[src/rtl/node_link_pkg.sv]
// ---------------------------------------------------------------------------
// node_link_pkg
// Shared types for the node <-> router byte link.
//   pkt_t       : 32-bit packet layout {src, dest, data}. The router reuses
//                 this layout for its destination decode.
//   tx_state_t  : injector FSM states, one per byte slot of a packet.
//   LINK_BYTES  : bytes per packet on the 8-bit link.
//   pkt_fields_ok : header legality test applied at enqueue time.
// ---------------------------------------------------------------------------
package node_link_pkg;

    localparam int LINK_BYTES = 4;

    typedef struct packed {
        logic [3:0]  src;
        logic [3:0]  dest;
        logic [23:0] data;
    } pkt_t;

    typedef enum logic [1:0] {
        IDLE = 2'd0,
        B1   = 2'd1,
        B2   = 2'd2,
        B3   = 2'd3
    } tx_state_t;

    // A packet is legal when it names this node as its source and targets
    // an existing destination.
    function automatic logic pkt_fields_ok(
        input logic [3:0] src,
        input logic [3:0] dest,
        input logic [3:0] node_id,
        input logic [3:0] max_dest
    );
        return (src == node_id) && (dest <= max_dest);
    endfunction

endpackage

[src/rtl/node_packet_tx_if.sv]
// ---------------------------------------------------------------------------
// node_packet_tx_if
// Bundles the two handshakes seen by the packet injector:
//   node side   : pkt_valid, pkt_data (pkt_t), pkt_ready
//   router side : free_outbound, put_outbound, payload_outbound
// Modports:
//   slave  : the injector (consumes packets, drives the byte link)
//   master : the surrounding node logic plus router inbound port
// ---------------------------------------------------------------------------
interface node_packet_tx_if;

    logic                 pkt_valid;
    node_link_pkg::pkt_t  pkt_data;
    logic                 pkt_ready;
    logic                 free_outbound;
    logic                 put_outbound;
    logic [7:0]           payload_outbound;

    modport slave (
        input  pkt_valid,
        input  pkt_data,
        output pkt_ready,
        input  free_outbound,
        output put_outbound,
        output payload_outbound
    );

    modport master (
        output pkt_valid,
        output pkt_data,
        input  pkt_ready,
        output free_outbound,
        input  put_outbound,
        input  payload_outbound
    );

endinterface

[src/rtl/node_tx_fifo.sv]
// ---------------------------------------------------------------------------
// node_tx_fifo
// DEPTH-deep synchronous FIFO holding whole packets for the injector.
// Head word is visible combinationally so the first byte can go out in the
// same cycle the packet is popped.
// Ports:
//   clk, rst_b   clock, asynchronous active-low reset (pointers/count only)
//   push, wdata  write wdata at tail (caller guarantees not full)
//   pop          drop head (caller guarantees not empty)
//   head         word at head of queue
//   count        words currently stored, 0..DEPTH
// ---------------------------------------------------------------------------
module node_tx_fifo
    import node_link_pkg::*;
#(
    parameter int DEPTH = 4,
    parameter int W     = LINK_BYTES * 8
) (
    input  logic                         clk,
    input  logic                         rst_b,
    input  logic                         push,
    input  logic [W-1:0]                 wdata,
    input  logic                         pop,
    output logic [W-1:0]                 head,
    output logic [$clog2(DEPTH+1)-1:0]   count
);

    localparam int AW = $clog2(DEPTH);
    localparam int CW = $clog2(DEPTH + 1);

    logic [W-1:0]  mem [DEPTH];
    logic [AW-1:0] wr_ptr;
    logic [AW-1:0] rd_ptr;

    // DEPTH is a power of two, so natural pointer overflow gives the wrap.
    always_ff @(posedge clk or negedge rst_b) begin
        if (!rst_b) begin
            wr_ptr <= '0;
            rd_ptr <= '0;
            count  <= '0;
        end else begin
            if (push) wr_ptr <= wr_ptr + AW'(1);
            if (pop)  rd_ptr <= rd_ptr + AW'(1);
            unique case ({push, pop})
                2'b10:   count <= count + CW'(1);
                2'b01:   count <= count - CW'(1);
                default: count <= count;
            endcase
        end
    end

    always_ff @(posedge clk) begin
        if (push) mem[wr_ptr] <= wdata;
    end

    assign head = mem[rd_ptr];

endmodule

[src/rtl/node_packet_tx.sv]
// ---------------------------------------------------------------------------
// node_packet_tx
// Node-side injector for the router byte link. Accepts 32-bit packets from
// node logic, queues them, and sends each one MSB-first as four bytes using
// the free/put/payload handshake into a router inbound port.
//
// Optional build macro: NODE_TX_STATS_EN adds sent_count / stall_count.
//
// Parameters:
//   NODEID    node id expected in pkt_data.src
//   DEPTH     packet queue depth (power of 2, >= 2)
//   MAX_DEST  highest legal destination id
// Ports:
//   clk, rst_b     clock, asynchronous active-low reset
//   link           node_packet_tx_if.slave: pkt_valid/pkt_data/pkt_ready,
//                  free_outbound/put_outbound/payload_outbound
//   queue_count    packets waiting (the packet in flight is not counted)
//   tx_busy        a packet is on the link (FSM not idle)
//   pkt_sent       high in the cycle the last byte is driven
//   err_drop       one-cycle pulse after a rejected push
//   sent_count     (NODE_TX_STATS_EN) packets completed, saturating
//   stall_count    (NODE_TX_STATS_EN) idle cycles waiting on free, saturating
// ---------------------------------------------------------------------------
module node_packet_tx
    import node_link_pkg::*;
#(
    parameter int NODEID   = 0,
    parameter int DEPTH    = 4,
    parameter int MAX_DEST = 5
) (
    input  logic                        clk,
    input  logic                        rst_b,
    node_packet_tx_if.slave             link,
    output logic [$clog2(DEPTH+1)-1:0]  queue_count,
    output logic                        tx_busy,
    output logic                        pkt_sent,
    output logic                        err_drop
`ifdef NODE_TX_STATS_EN
    ,
    output logic [15:0]                 sent_count,
    output logic [15:0]                 stall_count
`endif
);

    localparam int              CW        = $clog2(DEPTH + 1);
    localparam logic [3:0]      NODE_ID4  = 4'(NODEID);
    localparam logic [3:0]      MAX_DEST4 = 4'(MAX_DEST);

    tx_state_t   state;
    tx_state_t   state_nxt;
    pkt_t        in_pkt;
    pkt_t        head_pkt;
    logic [31:0] head_word;
    logic [23:0] shift_p1;
    logic        push_req;
    logic        fields_ok;
    logic        push_ok;
    logic        push_bad;
    logic        queue_nonempty;
    logic        launch;
    logic        put;
    logic [7:0]  payload;

    // ---- stage 0: enqueue decision ----------------------------------------
    assign in_pkt         = link.pkt_data;
    assign queue_nonempty = (queue_count != '0);
    // Ready looks only at the registered count, so a same-cycle pop never
    // opens a slot early.
    assign link.pkt_ready = (queue_count != CW'(DEPTH));
    assign push_req       = link.pkt_valid & link.pkt_ready;
    assign fields_ok      = pkt_fields_ok(in_pkt.src, in_pkt.dest, NODE_ID4, MAX_DEST4);
    assign push_ok        = push_req & fields_ok;
    assign push_bad       = push_req & ~fields_ok;

    node_tx_fifo #(
        .DEPTH (DEPTH),
        .W     (LINK_BYTES * 8)
    ) u_fifo (
        .clk   (clk),
        .rst_b (rst_b),
        .push  (push_ok),
        .wdata (in_pkt),
        .pop   (launch),
        .head  (head_word),
        .count (queue_count)
    );

    assign head_pkt = head_word;

    always_ff @(posedge clk or negedge rst_b) begin
        if (!rst_b) err_drop <= 1'b0;
        else        err_drop <= push_bad;
    end

    // ---- stage 1: byte serializer -----------------------------------------
    // The header byte goes straight from the queue head at launch; the
    // remaining 24 bits are parked in shift_p1 and shifted out MSB-first.
    assign launch = (state == IDLE) & queue_nonempty & link.free_outbound;

    always_ff @(posedge clk or negedge rst_b) begin
        if (!rst_b) state <= IDLE;
        else        state <= state_nxt;
    end

    always_comb begin
        state_nxt = state;
        put       = 1'b0;
        payload   = 8'h00;
        pkt_sent  = 1'b0;
        unique case (state)
            IDLE: begin
                if (launch) begin
                    put       = 1'b1;
                    payload   = {head_pkt.src, head_pkt.dest};
                    state_nxt = B1;
                end
            end
            B1: begin
                payload   = shift_p1[23:16];
                state_nxt = B2;
            end
            B2: begin
                payload   = shift_p1[23:16];
                state_nxt = B3;
            end
            B3: begin
                payload   = shift_p1[23:16];
                pkt_sent  = 1'b1;
                state_nxt = IDLE;
            end
            default: state_nxt = IDLE;
        endcase
    end

    always_ff @(posedge clk) begin
        if (launch)
            shift_p1 <= head_pkt.data;
        else if ((state == B1) || (state == B2))
            shift_p1 <= {shift_p1[15:0], 8'h00};
    end

    assign link.put_outbound     = put;
    assign link.payload_outbound = payload;
    assign tx_busy               = (state != IDLE);

`ifdef NODE_TX_STATS_EN
    // ---- stage 2: statistics ----------------------------------------------
    function automatic logic [15:0] sat_inc(input logic [15:0] v, input logic en);
        if (en && (v != 16'hFFFF)) return v + 16'd1;
        return v;
    endfunction

    logic stall;
    assign stall = (state == IDLE) & queue_nonempty & ~link.free_outbound;

    always_ff @(posedge clk or negedge rst_b) begin
        if (!rst_b) begin
            sent_count  <= '0;
            stall_count <= '0;
        end else begin
            sent_count  <= sat_inc(sent_count, pkt_sent);
            stall_count <= sat_inc(stall_count, stall);
        end
    end
`endif

endmodule

[src/flat_wrapper.sv]
// flat-port wrapper written by rule: the top's interface ports become plain ports
module node_packet_tx_flat import node_link_pkg::*;
#(
    parameter int NODEID   = 0,
    parameter int DEPTH    = 4,
    parameter int MAX_DEST = 5
)
  (clk, rst_b, queue_count, tx_busy, pkt_sent, err_drop, link_pkt_valid, link_pkt_data, link_pkt_ready, link_free_outbound, link_put_outbound, link_payload_outbound);
  node_packet_tx_if link_i ();
  input  logic clk;
  input  logic rst_b;
  output logic [$clog2(DEPTH+1)-1:0] queue_count;
  output logic tx_busy;
  output logic pkt_sent;
  output logic err_drop;
  input wire logic [$bits(link_i.pkt_valid)-1:0] link_pkt_valid;
  input wire logic [$bits(link_i.pkt_data)-1:0] link_pkt_data;
  output wire logic [$bits(link_i.pkt_ready)-1:0] link_pkt_ready;
  input wire logic [$bits(link_i.free_outbound)-1:0] link_free_outbound;
  output wire logic [$bits(link_i.put_outbound)-1:0] link_put_outbound;
  output wire logic [$bits(link_i.payload_outbound)-1:0] link_payload_outbound;
  assign link_i.pkt_valid = link_pkt_valid;
  assign link_i.pkt_data = link_pkt_data;
  assign link_pkt_ready = link_i.pkt_ready;
  assign link_i.free_outbound = link_free_outbound;
  assign link_put_outbound = link_i.put_outbound;
  assign link_payload_outbound = link_i.payload_outbound;
  node_packet_tx #(.NODEID(NODEID), .DEPTH(DEPTH), .MAX_DEST(MAX_DEST)) u_core (.clk(clk), .rst_b(rst_b), .link(link_i), .queue_count(queue_count), .tx_busy(tx_busy), .pkt_sent(pkt_sent), .err_drop(err_drop));
endmodule
[config.mk]
export PLATFORM = sky130hd
export DESIGN_NAME = node_packet_tx_flat
export DESIGN_NICKNAME = d
export VERILOG_FILES = /design/src/rtl/node_link_pkg.sv /design/src/rtl/node_packet_tx_if.sv /design/src/rtl/node_tx_fifo.sv /design/src/rtl/node_packet_tx.sv /design/src/flat_wrapper.sv
export SDC_FILE = /design/constraint.sdc
export NUM_CORES = 1
export LEC_CHECK = 0
export CAP_MARGIN = 40
export CORE_AREA = 2 2 158 98
export DETAILED_ROUTE_END_ITERATION = 10
export DIE_AREA = 0 0 160 100
export SYNTH_ARGS = -nofsm -noshare
export SYNTH_HDL_FRONTEND = slang
export SYNTH_SLANG_ARGS = --single-unit
[constraint.sdc]
create_clock -name clk -period 3.3 [get_ports clk]
set_input_delay 0.495 -clock clk [delete_from_list [all_inputs] [get_ports clk]]
set_output_delay 0.495 -clock clk [all_outputs]
set_load 0.05 [all_outputs]
Yosys cells after proc, flatten, opt, wreduce, memory -nomap -nowiden:

Memory sizes are Yosys's and may differ from the RTL's.
Index checks and enable logic that the tools add are counted.

* register bits: 34
* bits in writable memories: 128
* bits of input ports: 36
* output and inout port bits: 16
* word-level logic and storage cells: 46
* memories: 1

Memory list
* u_core.u_fifo.mem: depth 4, width 32, read ports 1, clocked after memory_dff 0, wr ports 1, line node_tx_fifo.sv:31 `logic [W-1:0] mem [DEPTH];`

* add/sub/neg operators: 4
* $lt $le $gt $ge: 1
* equality and inequality tests: 7
* muxes and demuxes: 12
* bitwise logic cells: 6
* reduce and logical (&&, ||, !) cells: 9

Operator list (number)
* 2-to-1 mux 24 bit: 2
* case mux 8 bit (2 select lines): 1
* 2-to-1 mux 8 bit: 1
* case mux 2 bit (4 select lines): 1
* == test 2 bit (second input constant): 3
* case mux 3 bit (2 select lines): 1
* nonzero test 2 bit: 3
* AND 1 bit: 5
* 2-to-1 mux 1 bit: 5
* adder 2 x 1 -> 2 bit (second input constant): 2
* == test 2 x 1 -> 1 bit (second input constant): 2
* <= comparator 4 x 3 -> 1 bit (second input constant): 1
* logical NOT 4 bit: 1
* adder 3 x 1 -> 3 bit (second input constant): 1
* inequality test 3 bit (second input constant): 1
* nonzero test 3 bit: 1
* OR reduction 3 bit: 1
* subtractor 3 x 1 -> 3 bit (second input constant): 1
* logical NOT 2 bit: 1
* 2-to-1 mux 2 bit: 1
* inequality test 2 bit (second input constant): 1
* logical AND 1 bit: 1
* logical OR 1 bit: 1
* NOT 1 bit: 1

Depth between registers and ports, before layout:

Gate-level depths: netlist of the first run.

* depth after elaboration: 5
* gate-level depth with buffers: 11
* mapped depth without buffers: 10

Cells and area by module:

A second synthesis of the first run with hierarchy kept.

* cell total of the unflattened synthesis: 317
* area total of the unflattened synthesis: 6351.1 um2

Modules (own cells, without submodules)
* node_tx_fifo: times used 1, cells an instance 199, area an instance 5043.6 um2, sequential area each 4018.9 um2
* node_packet_tx: times used 1, cells an instance 118, area an instance 1307.5 um2, sequential area each 795.8 um2

Worst setup path before layout of the first run:

No wires, ideal clock.

* kind: reg2reg
* start: register u_core.u_fifo.count[0]
* end: memory u_core.u_fifo.mem[0][0] (netlist name) (enable)
* setup time: 421 ps
* data arrival time: 2868 ps
* required time: 2879 ps
* path slack: 11 ps
* stages on the path, launching flop included: 4
* buffers on the path: 0
* period minus slack after synthesis: 3289 ps
* cells stage by stage: dfrtp_1 > or3b_1 > nand4_4 > nor2_1

* longest elaborated chain between the ends: 5

RTL lines
* start: declaration: line node_tx_fifo.sv:25 `output logic [$clog2(DEPTH+1)-1:0] count`
* start signal: assignment: line node_tx_fifo.sv:45 `2'b10: count <= count + CW'(1);`
* start signal: assignment: line node_tx_fifo.sv:46 `2'b01: count <= count - CW'(1);`
* start signal: assignment: line node_tx_fifo.sv:47 `default: count <= count;`
* inequality test 3 bit: line node_packet_tx.sv:69 `assign link.pkt_ready = (queue_count != CW'(DEPTH));`
* via link_pkt_ready: line flat_wrapper.sv:18 `output wire logic [$bits(link_i.pkt_ready)-1:0] link_pkt_ready;`
* AND 1 bit: line node_packet_tx.sv:70 `assign push_req = link.pkt_valid & link.pkt_ready;`
* AND 1 bit: line node_packet_tx.sv:72 `assign push_ok = push_req & fields_ok;`
* 2-to-1 mux 1 bit: line node_tx_fifo.sv:53 `if (push) mem[wr_ptr] <= wdata;`
* 2-to-1 mux 1 bit (not written as such): line node_tx_fifo.sv:53
* end: declaration: line node_tx_fifo.sv:31

The timed path passes the listed nets, and every way through them passes these cells.

Final worst setup path of the first run:

* start: register u_core.state[0]
* end: output link_put_outbound

* longest elaborated chain between the ends: 5

RTL lines
* start: declaration: line node_packet_tx.sv:49 `tx_state_t state;`
* start signal: assignment: line node_packet_tx.sv:102 `else state <= state_nxt;`
* logical NOT 2 bit *: line node_packet_tx.sv:98, node_packet_tx.sv:110
* AND 1 bit (2 in a row): line node_packet_tx.sv:98 `assign launch = (state == IDLE) & queue_nonempty & link.free_outbound;`
* 2-to-1 mux 1 bit: line node_packet_tx.sv:112 `if (launch) begin`
* 2-to-1 mux 1 bit *: line node_packet_tx.sv:110 `unique case (state)`
* end: declaration: line flat_wrapper.sv:20 `output wire logic [$bits(link_i.put_outbound)-1:0] link_put_outbound;`

Every way passes the cells marked *; elsewhere a longest branch is shown, timed or not.

==> impl_metrics.env, run 1 <==
export IMPL_combPwrFrac_pct=30.9
export IMPL_placed_cells=574
export IMPL_cp_data_arrival_time_ns=2.41
export IMPL_pwr_density_cell_nw_per_um2=863.1
export IMPL_switching_power_mw=2.109
export IMPL_finalCritPeriodShare_pct=88.10
export IMPL_endpoint_kind="primary output"
export IMPL_synthTopCellsByCount="edfxtp_1 (152), nand2_1 (50), mux4_2 (28)"
export IMPL_cts_resized=0
export IMPL_place_ws_ns=0.5793
export IMPL_first_iter_violations=164
export IMPL_die_area_sq_um=16000
export IMPL_crit_top_cell="inv_1"
export IMPL_cts_buffers=17
export IMPL_p_clk_share_pct=27.3
export IMPL_final_util_pct=52.63
export IMPL_areaGrowthSynthToFinish_pct=22.87
export IMPL_yosysTopAreaCell="edfxtp_1"
export IMPL_worstPathCellList="inv_1 > ha_1 > o311ai_4 > inv_1 > clkdlybuf4s50_1"
export IMPL_die_h_um=100
export IMPL_cts_tree="yes"
export IMPL_totalWireLength_um=11910
export IMPL_netlist_area_sq_um=6340
export IMPL_grt_pass1_wl_um=18350
export IMPL_p_seq_share_pct=41.8
export IMPL_final_min_clock_period_ns=2.907
export IMPL_synth_area_per_cell_sq_um=19.69
export IMPL_worst_hold_path_type="input pin to asynchronous set/reset pin"
export IMPL_drv_cap=0
export IMPL_post_cts_buffers=0
export IMPL_slew_headroom_pct=58.34
export IMPL_cp_top_family="buffers and inverters"
export IMPL_dp_hpwl_um=7235
export IMPL_synthMuxAreaShare_pct=12.12
export IMPL_startpoint="u_core.state[0]$_DFFE_PN0P_"
export IMPL_io_buffers=51
export IMPL_synthAdderAreaFrac_pct=2.092
export IMPL_cp_max_fo=11
export IMPL_cts_max_level=4
export IMPL_yosys_area_share_simple_pct=5.072
export IMPL_rows=35
export IMPL_synth_top_area_share_pct=72.00
export IMPL_grt_usage_pct=16.12
export IMPL_drive_gt1_share_pct=20.75
export IMPL_crit_cells=5
export IMPL_synth_compound_area_share_pct=1.717
export IMPL_setup_viol_count_final=0
export IMPL_rsz0062_at_grt="false"
export IMPL_syn_nets=368
export IMPL_fin_tns_setup_ns=0
export IMPL_path_buf_inv=3
export IMPL_reg2reg_depth=8
export IMPL_nets=436
export IMPL_gp_congestion=0.6855
export IMPL_worst_path_max_delay_cell="clkdlybuf4s50_1"
export IMPL_antenna_found_initial=0
export IMPL_first_pass_iters=4
export IMPL_status="complete, no violations"
export IMPL_layout_cells_non_filler=603
export IMPL_ir_drop_uv=474.6
export IMPL_tightest_slew_ns=0.6249
export IMPL_dieWidth_um=160
export IMPL_ioPinCount=52
export IMPL_viasPerCell=5.090
export IMPL_yosysWarnings=0
export IMPL_synth_area_leaders="edfxtp_1 (72%), mux4_2 (9.9%), dfrtp_1 (3.9%)"
export IMPL_slowest_delay_ns=0.83
export IMPL_finalInstanceArea_sq_um=7790
export IMPL_synthArstFlopShare_pct=6.173
export IMPL_synth_cell_type_count=30
export IMPL_grt_max_degree=33
export IMPL_worstSetupPathType="register to primary output"
export IMPL_crit_required_ns=2.80
export IMPL_postPlaceCellArea_sq_um=7246
export IMPL_cts_buffer_depth=2
export IMPL_grt_pass1_vias=3147
export IMPL_fin_ws_ns=0.3927
export IMPL_clk_pin_slew_ns=0.06
export IMPL_p_sw_share_pct=31.37
export IMPL_overflow=0
export IMPL_synth_top_family_by_area="multiplexers"
export IMPL_hold_viol=0
export IMPL_yosysMostFrequentCell="edfxtp_1"
export IMPL_via_count=3069
export IMPL_cts_root_buf="clkbuf_16"
export IMPL_worst_clock_skew_ns=0.008072
export IMPL_start_kind="register"
export IMPL_fmax_mhz=344.0
export IMPL_core_area_sq_um=14800
export IMPL_timing_rr_start="u_core.u_fifo.count[0]$_DFFE_PN0P_"
export IMPL_drc_errors=0
export IMPL_start_util_pct=42.83
export IMPL_ant_nets=0
export IMPL_clk_latency_ns=0.42
export IMPL_maxSlewViolCount=0
export IMPL_cts_sinks=162
export IMPL_ys_seq_elements=162
export IMPL_yosysSeqAreaShare_pct=75.94
export IMPL_ys_flop_type="edfxtp_1"
export IMPL_wl_per_cell_um=19.74
export IMPL_synth_xor_area_share_pct=0.8289
export IMPL_leakagePower_nw=2.690
export IMPL_internal_power_mw=4.615
export IMPL_synthCells=322
export IMPL_diodes=0
export IMPL_cts_hold_buffers=0
export IMPL_synth_edf_count=152
## metrics by stage
| stage | hold slack (ns) | power (mW) |
|---|---|---|
| 2_1_floorplan | 0.1994 | 4.177 |
| 3_3_place_gp | 0.5031 | 4.933 |
| 3_5_place_dp | 0.5081 | 4.965 |
| 4_1_cts | 0.4320 | 6.810 |
| 5_1_grt | 0.4545 | 7.036 |
| 6_report | 0.4168 | 6.724 |
## layout make-up
cell class	instances	area (sq um)
clock inverters	12	118.9
repair buffers	61	715.7
fillers	1207	7012
inverters	15	56.30
multi-input cells	133	1404
flip-flops and latches	162	4816
clock buffers	17	425.4
well taps	203	254.0
## sequential cells by signal, indices dropped and copies added, names as in the netlist
| name | count |
|---|---|
| u_core.u_fifo.count | 3 |
| u_core.u_fifo.rd_ptr | 2 |
| u_core.err_drop | 1 |
| u_core.state | 2 |
| u_core.shift_p1 | 24 |
| u_core.u_fifo.wr_ptr | 2 |
| u_core.u_fifo.mem | 128 |
## logic make-up after synthesis
logic type,after synthesis
compound gates,13
xor+xnor,6
fa+ha+maj,10
buf+inv,27
flops,162
mux,35
simple gates,69
## power by group through the flow
| stage | combinational [mW] | clock, mW | sequential, mW |
|---|---|---|---|
| global placement | 2.08 | 0 | 2.85 |
| floorplan | 1.40 | 0 | 2.78 |
| detailed placement | 2.11 | 0 | 2.85 |
| global route | 2.23 | 1.96 | 2.85 |
| CTS | 2.12 | 1.88 | 2.82 |
| finish | 2.08 | 1.83 | 2.81 |
## cell usage in the layout (no fill, tap or decap), types with 2 or more instances in the layout
master	count
buf_12	12
a21oi_1	3
mux4_1	4
xor2_1	2
mux4_2	28
nor2_2	4
bufinv_16	2
nand2_1	50
clkinv_1	3
and2_1	8
clkinv_2	4
nor2_1	3
a22o_1	8
clkbuf_16	17
clkinvlp_4	3
ha_1	9
buf_4	6
inv_1	13
edfxtp_1	152
xnor2_1	4
dfrtp_1	9
clkdlybuf4s50_1	43
## worst paths after layout
kind	end	slack, ns
min in group clk	u_core.shift_p1[14]$_DFFE_PP_	0.52
min reg2reg	u_core.shift_p1[14]$_DFFE_PP_	0.52
max reg2reg	u_core.u_fifo.count[2]$_DFFE_PN0P_	1.02
max in group asynchronous	u_core.u_fifo.rd_ptr[0]$_DFFE_PN0N_	2.51
max	link_put_outbound	0.39
min	u_core.state[0]$_DFFE_PN0P_	0.42
## routing by layer
layer	GRT usage [%]	share of wire (%)	vias up
met5	0	0	-
met4	4.158	0.78	0
met3	5.909	5.1	11
met2	23.24	45	61
met1	23.41	50	1612
li1	-	-	1385
(Power assumes the default switching activity.)
==> inputs of run 2 (changes only) <==
- CORE_AREA: 2 2 158 98 -> 2 2 140 87
- DIE_AREA: 0 0 160 100 -> 0 0 142 89
- PLACE_DENSITY: not set -> 0.77
==> run 2 against run 1 <==
  * Maximum frequency is 3.2% higher
  * First-iteration DRC count is 58% higher
  * Worst hold slack worse by 0.0070 ns
  * Sequential power hardly changed
  * Clock-buffer cell count is 2 higher
  * Non-clock buffer count is 1 lower
  * Total power is 2.3% higher
==> impl_metrics.env, run 2 (synthesis gave the netlist of run 1 again) <==
export IMPL_clk_latency_ns=0.42
export IMPL_clk_pin_slew_ns=0.06
export IMPL_setup_viol_count_final=0
export IMPL_rsz0062_at_grt="false"
export IMPL_regMostFlops="u_core.u_fifo.mem"
export IMPL_place_ws_ns=0.5686
export IMPL_pwr_density_cell_nw_per_um2=896.6
export IMPL_gp_congestion=0.7472
export IMPL_areaGrowthSynthToFinish_pct=21.04
export IMPL_dieWidth_um=142
export IMPL_core_area_sq_um=11220
export IMPL_start_kind="register"
export IMPL_worst_clock_skew_ns=0.008241
export IMPL_cp_max_fo=9
export IMPL_p_clk_share_pct=32.1
export IMPL_via_count=3086
export IMPL_ant_nets=0
export IMPL_p_seq_share_pct=40.7
export IMPL_drc_errors=0
export IMPL_internal_power_mw=4.843
export IMPL_grt_pass1_wl_um=18160
export IMPL_final_min_clock_period_ns=2.818
export IMPL_placed_cells=514
export IMPL_ir_drop_uv=614.0
export IMPL_combPwrFrac_pct=27.3
export IMPL_hold_viol=0
export IMPL_postPlaceCellArea_sq_um=7004
export IMPL_reg_top3="u_core.u_fifo.mem x128, u_core.shift_p1 x24, u_core.u_fifo.count x3"
export IMPL_grt_pass1_vias=3263
export IMPL_fin_ws_ns=0.4819
export IMPL_first_pass_iters=4
export IMPL_cts_root_buf="clkbuf_16"
export IMPL_fmax_mhz=354.8
export IMPL_first_iter_violations=259
export IMPL_rows=30
export IMPL_dp_hpwl_um=6874
export IMPL_cts_resized=0
export IMPL_post_cts_buffers=0
export IMPL_final_common_cell="edfxtp_1"
export IMPL_finalInstanceArea_sq_um=7674
export IMPL_layout_cells_non_filler=545
export IMPL_worst_hold_path_type="input pin to asynchronous set/reset pin"
export IMPL_drive_gt1_share_pct=20.45
export IMPL_status="complete, no violations"
export IMPL_cp_data_arrival_time_ns=2.32
export IMPL_diodes=0
export IMPL_cts_buffers=17
export IMPL_tightest_slew_ns=0.6246
export IMPL_overflow=0
export IMPL_cts_hold_buffers=0
export IMPL_cts_tree="yes"
export IMPL_ioPinCount=52
export IMPL_cts_max_level=4
export IMPL_worstSetupPathType="register to primary output"
export IMPL_cts_buffer_depth=2
export IMPL_totalWireLength_um=11460
export IMPL_final_util_pct=68.37
export IMPL_crit_required_ns=2.80
export IMPL_fin_tns_setup_ns=0
export IMPL_finalCritPeriodShare_pct=85.40
export IMPL_slew_headroom_pct=58.36
export IMPL_switching_power_mw=2.037
export IMPL_die_h_um=89
export IMPL_die_area_sq_um=12640
export IMPL_p_sw_share_pct=29.61
export IMPL_mostFrequentLayoutCells="edfxtp_1 (152), nand2_1 (50), clkdlybuf4s50_1 (43)"
export IMPL_cts_sinks=162
export IMPL_viasPerCell=5.662
export IMPL_antenna_found_initial=0
export IMPL_largest_register_ffs=128
export IMPL_endpoint_kind="primary output"
export IMPL_grt_max_degree=33
export IMPL_leakagePower_nw=2.704
export IMPL_drv_cap=0
export IMPL_io_buffers=51
export IMPL_start_util_pct=56.49
export IMPL_maxSlewViolCount=0
export IMPL_wl_per_cell_um=21.02
export IMPL_nets=435
export IMPL_grt_usage_pct=20.29
run 2: changes by cell type in the layout (fill, tap and decap cells not counted), sizes merged:
| cell | delta |
|---|---|
| bufinv | +5 |
| clkbuf | +2 |
| inv | -1 |
| buf | -1 |
| clkinv | -1 |
| clkinvlp | -3 |
run 2: final cells by class:
type | instances | area (sq um)
sequential | 162 | 4816
fill | 702 | 3550
multi-input combinational | 133 | 1394
timing repair buffer | 60 | 558.0
clock buffer | 19 | 432.9
clock inverter | 12 | 236.5
tap | 144 | 180.2
inverter | 15 | 56.30
run 2: power groups by stage:
stage / logic [mW] / registers (mW) / clock network (mW)
floorplan: 1.40 / 2.78 / 0
global placement: 1.85 / 2.83 / 0
detailed placement: 1.89 / 2.84 / 0
CTS: 1.90 / 2.80 / 2.25
global route: 2.02 / 2.82 / 2.34
finish: 1.88 / 2.80 / 2.21
run 2: metrics by stage:
| stage | hold WS (ns) | total power, mW |
|---|---|---|
| floorplan | 0.1994 | 4.177 |
| detailed placement | 0.5029 | 4.725 |
| global route | 0.4516 | 7.182 |
| CTS | 0.4144 | 6.945 |
| global placement | 0.5024 | 4.682 |
| finish | 0.4098 | 6.880 |
run 2: final timing paths:
check,depth (start not counted),slack [ns],endpoint,startpoint
worst max register to register,11,0.96,u_core.u_fifo.count[2]$_DFFE_PN0P_,u_core.state[0]$_DFFE_PN0P_
worst min register to register,2,0.51,u_core.shift_p1[17]$_DFFE_PP_,u_core.shift_p1[9]$_DFFE_PP_
worst min-delay path,1,0.41,u_core.u_fifo.count[2]$_DFFE_PN0P_,rst_b
min in group clk,2,0.51,u_core.shift_p1[17]$_DFFE_PP_,u_core.shift_p1[9]$_DFFE_PP_
max in group asynchronous,1,2.53,u_core.u_fifo.rd_ptr[0]$_DFFE_PN0N_,rst_b
worst max-delay path,6,0.48,link_payload_outbound[1],u_core.state[0]$_DFFE_PN0P_
run 2: layer usage:
layer  global-route usage [%]  up-vias  routed length (um)
li1                         -     1383                   -
met1                    29.62     1585                5351
met2                    30.35      105                5135
met3                    5.678       13                 841
met4                    6.727        0                 128
met5                        0        -                   0
run 2: worst max-delay path, cell delays in order, from the launching register on:
cell,delay [ns]
dfrtp_1,0.38
inv_1,0.12
ha_1,0.21
clkinv_1,0.26
nor2_1,0.51
a22o_1,0.22
buf_4,0.20
==> inputs of run 3 (changes only) <==
- ABC_CLOCK_PERIOD_IN_PS: not set -> 3300
- RECOVER_POWER: not set -> 25
==> run 3 against run 2 <==
  * Critical path type unchanged
  * Highest routed layer unchanged
  * Worst hold slack gained 0.0011 ns
  * Clock power is essentially flat
  * Maximum frequency is essentially flat
==> impl_metrics.env, run 3 (synthesis gave the netlist of run 1 again) <==
export IMPL_status="complete, no violations"
export IMPL_core_area_sq_um=11220
export IMPL_dieWidth_um=142
export IMPL_diodes=0
export IMPL_reg_top3="u_core.u_fifo.mem x128, u_core.shift_p1 x24, u_core.u_fifo.count x3"
export IMPL_ir_drop_uv=613.1
export IMPL_cts_resized=0
export IMPL_cts_buffers=17
export IMPL_endpoint_kind="primary output"
export IMPL_cp_data_arrival_time_ns=2.32
export IMPL_antenna_found_initial=0
export IMPL_mostFrequentLayoutCells="edfxtp_1 (152), nand2_1 (50), mux4_2 (28)"
export IMPL_finalCritPeriodShare_pct=85.34
export IMPL_io_buffers=51
export IMPL_cts_buffer_depth=2
export IMPL_drv_cap=0
export IMPL_rsz0062_at_grt="false"
export IMPL_maxSlewViolCount=0
export IMPL_worstSetupPathType="register to primary output"
export IMPL_clk_pin_slew_ns=0.06
export IMPL_fmax_mhz=355.1
export IMPL_grt_pass1_vias=3263
export IMPL_leakagePower_nw=2.710
export IMPL_worst_clock_skew_ns=0.007704
export IMPL_first_iter_violations=267
export IMPL_pwr_density_cell_nw_per_um2=896.9
export IMPL_worstPathCellList="inv_1 > ha_1 > clkinv_1 > nor2_1 > a22o_1 > buf_4"
export IMPL_nets=435
export IMPL_overflow=0
export IMPL_setup_viol_count_final=0
export IMPL_tightest_slew_ns=0.6539
export IMPL_clk_latency_ns=0.42
export IMPL_fin_tns_setup_ns=0
export IMPL_start_kind="register"
export IMPL_gp_congestion=0.7472
export IMPL_ioPinCount=52
export IMPL_worst_path_max_delay_cell="nor2_1"
export IMPL_final_min_clock_period_ns=2.816
export IMPL_grt_pass1_wl_um=18160
export IMPL_grt_max_degree=33
export IMPL_via_count=3094
export IMPL_dp_hpwl_um=6874
export IMPL_viasPerCell=5.677
export IMPL_largest_register_ffs=128
export IMPL_hold_viol=0
export IMPL_cts_root_buf="clkbuf_16"
export IMPL_ant_nets=0
export IMPL_die_h_um=89
export IMPL_start_util_pct=56.49
export IMPL_grt_usage_pct=20.29
export IMPL_totalWireLength_um=11460
export IMPL_post_cts_buffers=0
export IMPL_worst_hold_path_type="input pin to asynchronous set/reset pin"
export IMPL_crit_required_ns=2.80
export IMPL_wl_per_cell_um=21.03
export IMPL_drive_gt1_share_pct=20.45
export IMPL_cts_hold_buffers=0
export IMPL_die_area_sq_um=12640
export IMPL_slew_headroom_pct=56.41
export IMPL_cts_tree="yes"
export IMPL_cp_max_fo=9
export IMPL_rows=30
export IMPL_cts_sinks=162
export IMPL_final_common_cell="edfxtp_1"
export IMPL_drc_errors=0
export IMPL_cts_max_level=4
export IMPL_slowest_delay_ns=0.51
export IMPL_whs_ns=0.4109
export IMPL_regMostFlops="u_core.u_fifo.mem"
export IMPL_areaGrowthSynthToFinish_pct=21.04
export IMPL_first_pass_iters=4
[run 3: layer usage]
metal / wire length (um) / vias to the layer above / track usage (%)
met5: 0 / - / 0
met4: 116 / 0 / 6.727
met3: 819 / 13 / 5.678
met2: 5147 / 102 / 30.35
met1: 5382 / 1594 / 29.62
li1: - / 1385 / -
[run 3: per-stage QoR]
step / util (%) / worst slack (ns) / instances / instance area (sq um) / power [mW]
6_report: 68.37 / 0.4837 / 545 / 7674 / 6.882
5_1_grt: 68.37 / 0.3273 / 545 / 7674 / 7.177
4_1_cts: 68.37 / 0.4739 / 545 / 7674 / 6.945
3_5_place_dp: 62.41 / 0.5686 / 514 / 7004 / 4.725
3_3_place_gp: 62.41 / 0.6700 / 514 / 7004 / 4.682
2_1_floorplan: - / 0.01060 / 322 / 6340 / 4.177
[run 3: final cells by class]
cell class / instances / area (sq um)
Inverter: 15 / 56.30
Clock inverter: 12 / 236.5
Multi-Input combinational cell: 133 / 1394
Fill cell: 702 / 3550
Timing Repair Buffer: 60 / 558.0
Tap cell: 144 / 180.2
Sequential cell: 162 / 4816
Clock buffer: 19 / 432.9
[run 3: where the power goes]
| part | internal (mW) | total [mW] | switching (mW) |
|---|---|---|---|
| Sequential | 2.59 | 2.80 | 0.213 |
| Combinational | 0.769 | 1.87 | 1.10 |
| Clock | 1.48 | 2.21 | 0.729 |
| Total | 4.84 | 6.88 | 2.04 |
[run 3: worst paths after layout]
check | from | endpoint | slack [ns] | cells past startpoint
min | rst_b | u_core.u_fifo.count[2]$_DFFE_PN0P_ | 0.41 | 1
max in group asynchronous | rst_b | u_core.u_fifo.rd_ptr[0]$_DFFE_PN0N_ | 2.53 | 1
max reg2reg | u_core.state[0]$_DFFE_PN0P_ | u_core.u_fifo.count[2]$_DFFE_PN0P_ | 0.96 | 11
min reg2reg | u_core.shift_p1[9]$_DFFE_PP_ | u_core.shift_p1[17]$_DFFE_PP_ | 0.52 | 2
min in group clk | u_core.shift_p1[9]$_DFFE_PP_ | u_core.shift_p1[17]$_DFFE_PP_ | 0.52 | 2
max | u_core.state[0]$_DFFE_PN0P_ | link_payload_outbound[1] | 0.48 | 6
[run 3: critical path, delay by kind of cell, from the launching register on]
family,cells,cell delay (ns)
adders and majority gates,1,0.21
buffers and inverters,3,0.58
AOI/OAI and AO/OA,1,0.22
and+or+nand+nor,1,0.51
DFF,1,0.38
